**config.mk**
```make
export PLATFORM = sky130hd
export DESIGN_NAME = dem_mode_ctrl
export DESIGN_NICKNAME = d
export VERILOG_FILES = /design/src/rtl/dem_mode_ctrl.sv
export SDC_FILE = /design/constraint.sdc
export NUM_CORES = 1
export LEC_CHECK = 0
export CELL_PAD_IN_SITES_DETAIL_PLACEMENT = 1
export CELL_PAD_IN_SITES_GLOBAL_PLACEMENT = 1
export CORE_ASPECT_RATIO = 0.75
export CORE_MARGIN = 2
export CORE_UTILIZATION = 25
export DETAILED_ROUTE_END_ITERATION = 12
export PLACE_DENSITY_LB_ADDON = 0.1
export SYNTH_ARGS = -nofsm -noshare
export SYNTH_HDL_FRONTEND = slang
export SYNTH_SLANG_ARGS = --single-unit
```
**constraint.sdc**
```tcl
create_clock -name clk -period 9.4 [get_ports clk]
set_clock_uncertainty 0.05 [all_clocks]
set_input_delay 2.35 -clock clk [delete_from_list [all_inputs] [get_ports clk]]
set_output_delay 2.35 -clock clk [all_outputs]
set_load 0.02 [all_outputs]
```
**src/rtl/dem_mode_ctrl.sv**
```systemverilog
// Mode sequencer for the 18-element ISI/mismatch-shaping DEM core.
// Passes the clamped live code through in RUN. On a mode change it ramps the
// code to mid-scale, clears the core loop filters, applies the new selects,
// warms up at code 0 and ramps back to the live code.
module dem_mode_ctrl #(
  parameter int V_W       = 6,
  parameter int V_MAX     = 18,
  parameter int RAMP_STEP = 4,
  parameter int MUTE_CYC  = 4,
  parameter int FLUSH_CYC = 3,
  parameter int WARM_CYC  = 8,
  parameter int RAMP_TO   = 16
) (
  input  logic                  clk,
  input  logic                  rstn,
  input  logic signed [V_W-1:0] v_in,
  input  logic                  mode_req,
  input  logic [1:0]            mode_new,
  output logic signed [V_W-1:0] v_out,
  output logic                  isi_sel,
  output logic                  mis_sel,
  output logic                  core_clr_n,
  output logic                  busy,
  output logic                  mode_ack,
  output logic                  mode_err,
  output logic [1:0]            cur_mode
);

  function automatic int imax(input int a, input int b);
    return (a > b) ? a : b;
  endfunction

  // One extra bit so that clamping and stepping never wrap.
  localparam int IW    = V_W + 1;
  localparam int CMAX  = imax(imax(MUTE_CYC, FLUSH_CYC), imax(WARM_CYC, RAMP_TO));
  localparam int CNT_W = $clog2(CMAX) + 1;

  localparam logic signed [IW-1:0] VMAX_S = IW'(V_MAX);
  localparam logic signed [IW-1:0] VMIN_S = -VMAX_S;
  localparam logic signed [IW-1:0] STEP_S = IW'(RAMP_STEP);

  typedef enum logic [2:0] {S_RUN, S_MUTE, S_FLUSH, S_WARM, S_RAMP} state_t;

  function automatic logic signed [IW-1:0] clamp_v(input logic signed [IW-1:0] x);
    if (x > VMAX_S)      return VMAX_S;
    else if (x < VMIN_S) return VMIN_S;
    else                 return x;
  endfunction

  // Move at most RAMP_STEP toward tgt, landing exactly on it when close enough.
  function automatic logic signed [IW-1:0] step_to(input logic signed [IW-1:0] cur,
                                                   input logic signed [IW-1:0] tgt);
    logic signed [IW-1:0] diff;
    diff = tgt - cur;
    if (diff > STEP_S)       return cur + STEP_S;
    else if (diff < -STEP_S) return cur - STEP_S;
    else                     return tgt;
  endfunction

  state_t               state_q, state_d;
  logic [CNT_W-1:0]     cnt_q, cnt_d;
  logic [1:0]           pend_q, pend_d;
  logic [1:0]           mode_q, mode_d;
  logic signed [V_W-1:0] v_q, v_d;
  logic                 isi_q, isi_d, mis_q, mis_d;
  logic                 clr_n_q, clr_n_d;
  logic                 ack_q, ack_d, err_q, err_d;

  logic signed [IW-1:0] vin_x, vc, vcur, vnext;

  assign vin_x = {v_in[V_W-1], v_in};
  assign vcur  = {v_q[V_W-1], v_q};
  assign vc    = clamp_v(vin_x);

  // Next-state, datapath and pulse outputs for the mode-switch sequence.
  always_comb begin
    state_d = state_q;
    pend_d  = pend_q;
    mode_d  = mode_q;
    v_d     = v_q;
    isi_d   = isi_q;
    mis_d   = mis_q;
    clr_n_d = clr_n_q;
    ack_d   = 1'b0;
    err_d   = 1'b0;
    vnext   = '0;
    case (state_q)
      S_RUN: begin
        // Code is held at 0 during the clear that follows reset.
        clr_n_d = 1'b1;
        v_d     = clr_n_q ? vc[V_W-1:0] : '0;
        if (mode_req) begin
          if (mode_new == 2'b11) begin
            err_d = 1'b1;
          end else if (mode_new == mode_q) begin
            ack_d = 1'b1;
          end else begin
            pend_d  = mode_new;
            state_d = S_MUTE;
          end
        end
      end
      S_MUTE: begin
        vnext = step_to(vcur, '0);
        v_d   = vnext[V_W-1:0];
        // Leave after MUTE_CYC cycles in this state, and only once at 0.
        if (cnt_q >= CNT_W'(MUTE_CYC - 1) && v_q == '0) begin
          state_d = S_FLUSH;
          clr_n_d = 1'b0;
          isi_d   = (pend_q == 2'b01);
          mis_d   = (pend_q == 2'b10);
          mode_d  = pend_q;
        end
      end
      S_FLUSH: begin
        v_d = '0;
        if (cnt_q >= CNT_W'(FLUSH_CYC - 1)) begin
          clr_n_d = 1'b1;
          state_d = S_WARM;
        end
      end
      S_WARM: begin
        v_d = '0;
        if (cnt_q >= CNT_W'(WARM_CYC - 1)) state_d = S_RAMP;
      end
      S_RAMP: begin
        vnext = step_to(vcur, vc);
        // A live code that keeps moving away is caught by the timeout.
        if (vnext == vc || cnt_q >= CNT_W'(RAMP_TO - 1)) begin
          vnext   = vc;
          state_d = S_RUN;
          ack_d   = 1'b1;
        end
        v_d = vnext[V_W-1:0];
      end
      default: state_d = S_RUN;
    endcase
    cnt_d = (state_d != state_q) ? '0 : ((&cnt_q) ? cnt_q : cnt_q + CNT_W'(1));
  end

  // State, counter and registered outputs; reset aborts any sequence.
  always_ff @(posedge clk or negedge rstn) begin
    if (!rstn) begin
      state_q <= S_RUN;
      cnt_q   <= '0;
      pend_q  <= '0;
      mode_q  <= '0;
      v_q     <= '0;
      isi_q   <= 1'b0;
      mis_q   <= 1'b0;
      clr_n_q <= 1'b0;
      ack_q   <= 1'b0;
      err_q   <= 1'b0;
    end else begin
      state_q <= state_d;
      cnt_q   <= cnt_d;
      pend_q  <= pend_d;
      mode_q  <= mode_d;
      v_q     <= v_d;
      isi_q   <= isi_d;
      mis_q   <= mis_d;
      clr_n_q <= clr_n_d;
      ack_q   <= ack_d;
      err_q   <= err_d;
    end
  end

  assign v_out      = v_q;
  assign isi_sel    = isi_q;
  assign mis_sel    = mis_q;
  assign core_clr_n = clr_n_q;
  assign busy       = (state_q != S_RUN);
  assign mode_ack   = ack_q;
  assign mode_err   = err_q;
  assign cur_mode   = mode_q;

endmodule

```
==> impl.org <==
** Setup path
- Cell depth of the worst flop-to-flop path :: 10
- CP delay by family, top :: compound AO/OA/AOI/OAI gates
- For this design, the slowest cell found on the critical path is sky130_fd_sc_hd__clkdlybuf4s50_1.
- The worst register-to-register path begins at v_out[5].
- The worst setup path is captured at a register.
- CP arrival :: 6920 ps
- Crit-path max FO :: 12
- Destination of the worst register-to-register timing path :: v_out[3]
- Startpoint Class :: primary input
- Critical path required time :: 9520 ps
- Traced cell by cell, the critical path runs through clkdlybuf4s50_1 > and3_1 > o21ai_0 > ha_1 > o21ai_0 > inv_1 > ha_1 > a21o_1 > a21oi_2 > a21boi_1 > o211a_1 > a311o_2 > a31oi_4 > nand4_1 > a32oi_1.
- Together, buffers and inverters on the worst path number 2.
- The worst setup path is of the primary input to register kind.
- Worst path max stage delay :: 700 ps
- Setup slack on the worst flop-to-flop path :: 5810 ps

** STA
- Slew HR :: 22.1%
- Maximum clock frequency :: 147 MHz
- Post-Route Setup TNS :: 0 ps
- The worst path needs 6800 ps of the cycle, external delays included.
- Final number of hold-violating endpoints :: 0
- Share of the cycle needed by the critical path after routing :: 72.3%
- Setup repair after global routing missed its margin :: no
- Setup slack closes at 2600 ps.
- The final-report max-slew violation count came to 0.
- Slew of the pin with the lowest slew margin :: 1170 ps
- Total of endpoints with negative setup slack in the final report :: 0

** CTS
- Buffers inserted during clock tree synthesis total 3.
- The root buffer cell chosen for the clock tree is sky130_fd_sc_hd__clkbuf_16.
- Number of instances resized during post-cts repair :: 0
- The clock reaches the later pin of the worst-skew pair after 260 ps.
- TritonCTS clock tree :: done
- Number of clock sinks :: 23
- In this run the post-CTS setup repair buffer count came out at 0.
- Quantity of hold-fixing buffers added after cts :: 0
- Buffers from clock root to sink, at most :: 2
- H-tree depth :: 1
- After clock tree synthesis, the clock-pin slew on the worst setup and hold paths is 60 ps.

** Yosys
- EDFF count, synth :: 0
- Summing the areas of all fa, ha and maj instances in the mapped netlist gives 7.30% of the synthesized area.
- After synthesis, the netlist uses 67 different library cells.
- During synthesis, Yosys emitted a total of 0 warnings.
- Synthesis inferred 23 register bits.
- Dominant combinational cell family by area after synthesis :: compound AO/OA/AOI/OAI gates
- Number of cells produced by synthesis :: 310
- Each instance of the synthesized netlist takes up on average 8.08 µm².
- Proportion of synthesized chip area in sequential cells :: 23.0%
- Number of nets in the synthesized netlist :: 335
- Leading register cell type out of synthesis :: sky130_fd_sc_hd__dfrtp_1
- Post-Synth XOR/XNOR Area :: 6.65%
- The synthesized netlist devotes 29.9% of its cell area to compound gates.
- Share of synthesized cell area in and, or, nand and nor gates :: 24.0%
- Summing every instance area after synthesis gives 0.00250 mm².
- In the synthesized netlist the async set-or-reset flop fraction comes to 100%.
- Proportion of synthesized area in mux cells :: 3.85%

** Place
- After detailed placement, the design holds a cell count of 455.
- Standard cell area after detailed placement :: 0.00287 mm²
- Gp weighted congestion :: 0.832
- Number of port buffers :: 24
- Final HPWL DP :: 6210 µm
- Setup slack after placement :: 2370 ps

** Floorplanning
- After floorplanning, the core was divided into 31 placement rows.
- 25 I/O pins were placed.
- Die outline width :: 120 µm
- Floorplan core area :: 0.00970 mm²
- The die covers 0.0108 mm².
- Die H :: 90.7 µm
- The initial utilization of the core area, before any placement, comes to 25.8%.

** Routing
- Number of design-rule violations left by the first detailed-router iteration :: 95
- DRC violation count after routing :: 0
- Routed via count divided by cell count :: 5.22
- DR WL/cell :: 17.2 µm
- The pre-antenna-repair detailed-routing pass consisted of 4 iterations.
- Residual antenna-violating net count after detailed routing :: 0
- Detailed routing inserted a total of 2398 vias.
- Final wirelength :: 7900 µm

** Power
- Highest ir drop seen on vdd :: 0.0846 mV
- The design draws 0.882 mW.
- Summed over all cells, the static leakage comes to 1.19 nW.
- Dividing total power by cell area gives a power density of 299 mW/mm².

** GRT
- Overall overflow remaining after global route :: 0
- Antenna violations before repair :: 0
- The number of global-route vias before repair came to 2429.
- Entering global routing, the biggest net connects 24 pins.
- The first global-routing pass estimated 13100 µm of wire.
- Total track usage :: 15.0%

** Final layout
- Diode count :: 0
- Once layout is done, the placed cells without fillers occupy 0.00295 mm².
- Combined flip-flop and latch cell area :: 576 µm²
- Number of filler cells placed in the layout :: 1205
- Excluding fillers, the count of instances in the completed layout stands at 459.
- Summing all multi-input logic gate instances after layout gives 0.00180 mm².
- Synthesis-to-layout area growth :: 17.7%
- Fraction of final layout cells with drive strength greater than 1 :: 9.17%
- Nets :: 353

** Min path
- Hold Path Stages :: 2
- Start point of the worst hold path :: mis_sel
- Tightest Hold Check Type :: register to register
- The path with the worst hold slack has its endpoint at mis_sel.

** Flow run
- Max-cap violations in this run came to 0.

** Outcome
- Outcome :: finished clean
[synth_stat cells, types with 2 or more instances]
cell type                  number  share of area, %
sky130_fd_sc_hd__or2_2          2              0.50
sky130_fd_sc_hd__nor4b_1        2              0.70
sky130_fd_sc_hd__nor3b_1        2              0.60
sky130_fd_sc_hd__nor2_1        21               3.1
sky130_fd_sc_hd__nor4_1         5               1.2
sky130_fd_sc_hd__a21o_1         2              0.60
sky130_fd_sc_hd__and3b_1        2              0.70
sky130_fd_sc_hd__nor3_1        13               2.6
sky130_fd_sc_hd__nor2b_1        9               2.2
sky130_fd_sc_hd__clkbuf_1       7               1.0
sky130_fd_sc_hd__nand2b_1       6               1.5
sky130_fd_sc_hd__o21ai_0       19               3.8
sky130_fd_sc_hd__o211a_1        4               1.6
sky130_fd_sc_hd__or3_1          4               1.0
sky130_fd_sc_hd__nand3_1       11               2.2
sky130_fd_sc_hd__o311a_1        2              0.80
sky130_fd_sc_hd__o21ai_2        2              0.70
sky130_fd_sc_hd__o32ai_1        3               1.0
sky130_fd_sc_hd__xor2_1         8               2.8
sky130_fd_sc_hd__and3_1         7               1.7
sky130_fd_sc_hd__o22ai_1        4               1.0
sky130_fd_sc_hd__a221o_1        2              0.80
sky130_fd_sc_hd__nand2_1       19               2.8
sky130_fd_sc_hd__xnor2_1       11               3.8
sky130_fd_sc_hd__a211o_1        2              0.70
sky130_fd_sc_hd__nand4_1        2              0.50
sky130_fd_sc_hd__inv_1         20               3.0
sky130_fd_sc_hd__ha_1          13               6.5
sky130_fd_sc_hd__mux2i_1        4               1.6
sky130_fd_sc_hd__a32oi_1        3               1.0
sky130_fd_sc_hd__dfrtp_1       23                23
sky130_fd_sc_hd__a21oi_1       22               4.4
sky130_fd_sc_hd__mux2_2         5               2.2
sky130_fd_sc_hd__o221ai_1       3               1.0
sky130_fd_sc_hd__buf_2          6               1.2
sky130_fd_sc_hd__a211oi_1       9               2.7
[layer usage]
layer / global-route usage [%] / wire, µm
met5: 0 / 0
met1: 24.8 / 4360
met2: 20.6 / 3160
met4: 2.45 / 40
met3: 1.58 / 346
[flip-flops by register name (all words and copies together), names as in the netlist]
register,count
mis_sel,1
mode_ack,1
isi_sel,1
pend_q,2
cnt_q,5
mode_err,1
state_q,3
v_out,6
core_clr_n,1
cur_mode,2
[worst min-delay path: cells and delay by family (launching register included)]
kind	cells	cell delay, ps
flip-flops	1	340
AND/OR/NAND/NOR	1	50
AO/OA/AOI/OAI	1	60
[through the flow]
step | hold slack [ps] | util [%]
after floorplan | 462 | -
after global placement | 413 | 29.6
after detailed placement | 420 | 29.6
after CTS | 434 | 30.4
after global routing | 490 | 30.4
final | 429 | 30.4
[final cells by class]
type / count / area share (%)
clock inverters: 1 / 0.170
well taps: 132 / 5.60
inverters: 20 / 2.55
repair buffers: 26 / 8.66
flip-flops and latches: 23 / 19.5
multi-input cells: 254 / 61.0
clock buffers: 3 / 2.55
[cells by family after synthesis]
logic type | count (synthesis)
adder cells (fa/ha/maj) | 14
XOR/XNOR | 19
AND/OR/NAND/NOR | 112
flip-flops | 23
AO/OA/AOI/OAI | 100
multiplexers | 9
buffers and inverters | 33
[worst max path at each step]
stage	start	endpoint	cells after the start
floorplan	v_in[3]	v_out[0]	17
global placement	v_in[3]	v_out[3]	15
detailed placement	v_in[3]	v_out[2]	15
CTS	v_in[3]	v_out[3]	15
global route	v_in[3]	v_out[0]	15
finish	v_in[3]	v_out[3]	15
[cell usage in the layout, fill, tap and decap left out, types with 5 or more instances in the layout]
| cell | count |
|---|---|
| sky130_fd_sc_hd__nor3_1 | 13 |
| sky130_fd_sc_hd__o21ai_0 | 19 |
| sky130_fd_sc_hd__clkdlybuf4s50_1 | 24 |
| sky130_fd_sc_hd__nand3_1 | 11 |
| sky130_fd_sc_hd__xor2_1 | 8 |
| sky130_fd_sc_hd__a21oi_1 | 22 |
| sky130_fd_sc_hd__nand2_1 | 19 |
| sky130_fd_sc_hd__and3_1 | 7 |
| sky130_fd_sc_hd__dfrtp_1 | 23 |
| sky130_fd_sc_hd__a211oi_1 | 9 |
| sky130_fd_sc_hd__nor2b_1 | 9 |
| sky130_fd_sc_hd__nand2b_1 | 6 |
| sky130_fd_sc_hd__mux2_2 | 5 |
| sky130_fd_sc_hd__ha_1 | 13 |
| sky130_fd_sc_hd__nor4_1 | 5 |
| sky130_fd_sc_hd__xnor2_1 | 11 |
| sky130_fd_sc_hd__nor2_1 | 21 |
| sky130_fd_sc_hd__inv_1 | 20 |
[report_power, final]
group	internal [mW]	switching (mW)
clock network	0.0574	0.0384
logic	0.248	0.344
registers	0.133	0.0601
total	0.439	0.443
Note: power is estimated with default switching activity, not from simulation.
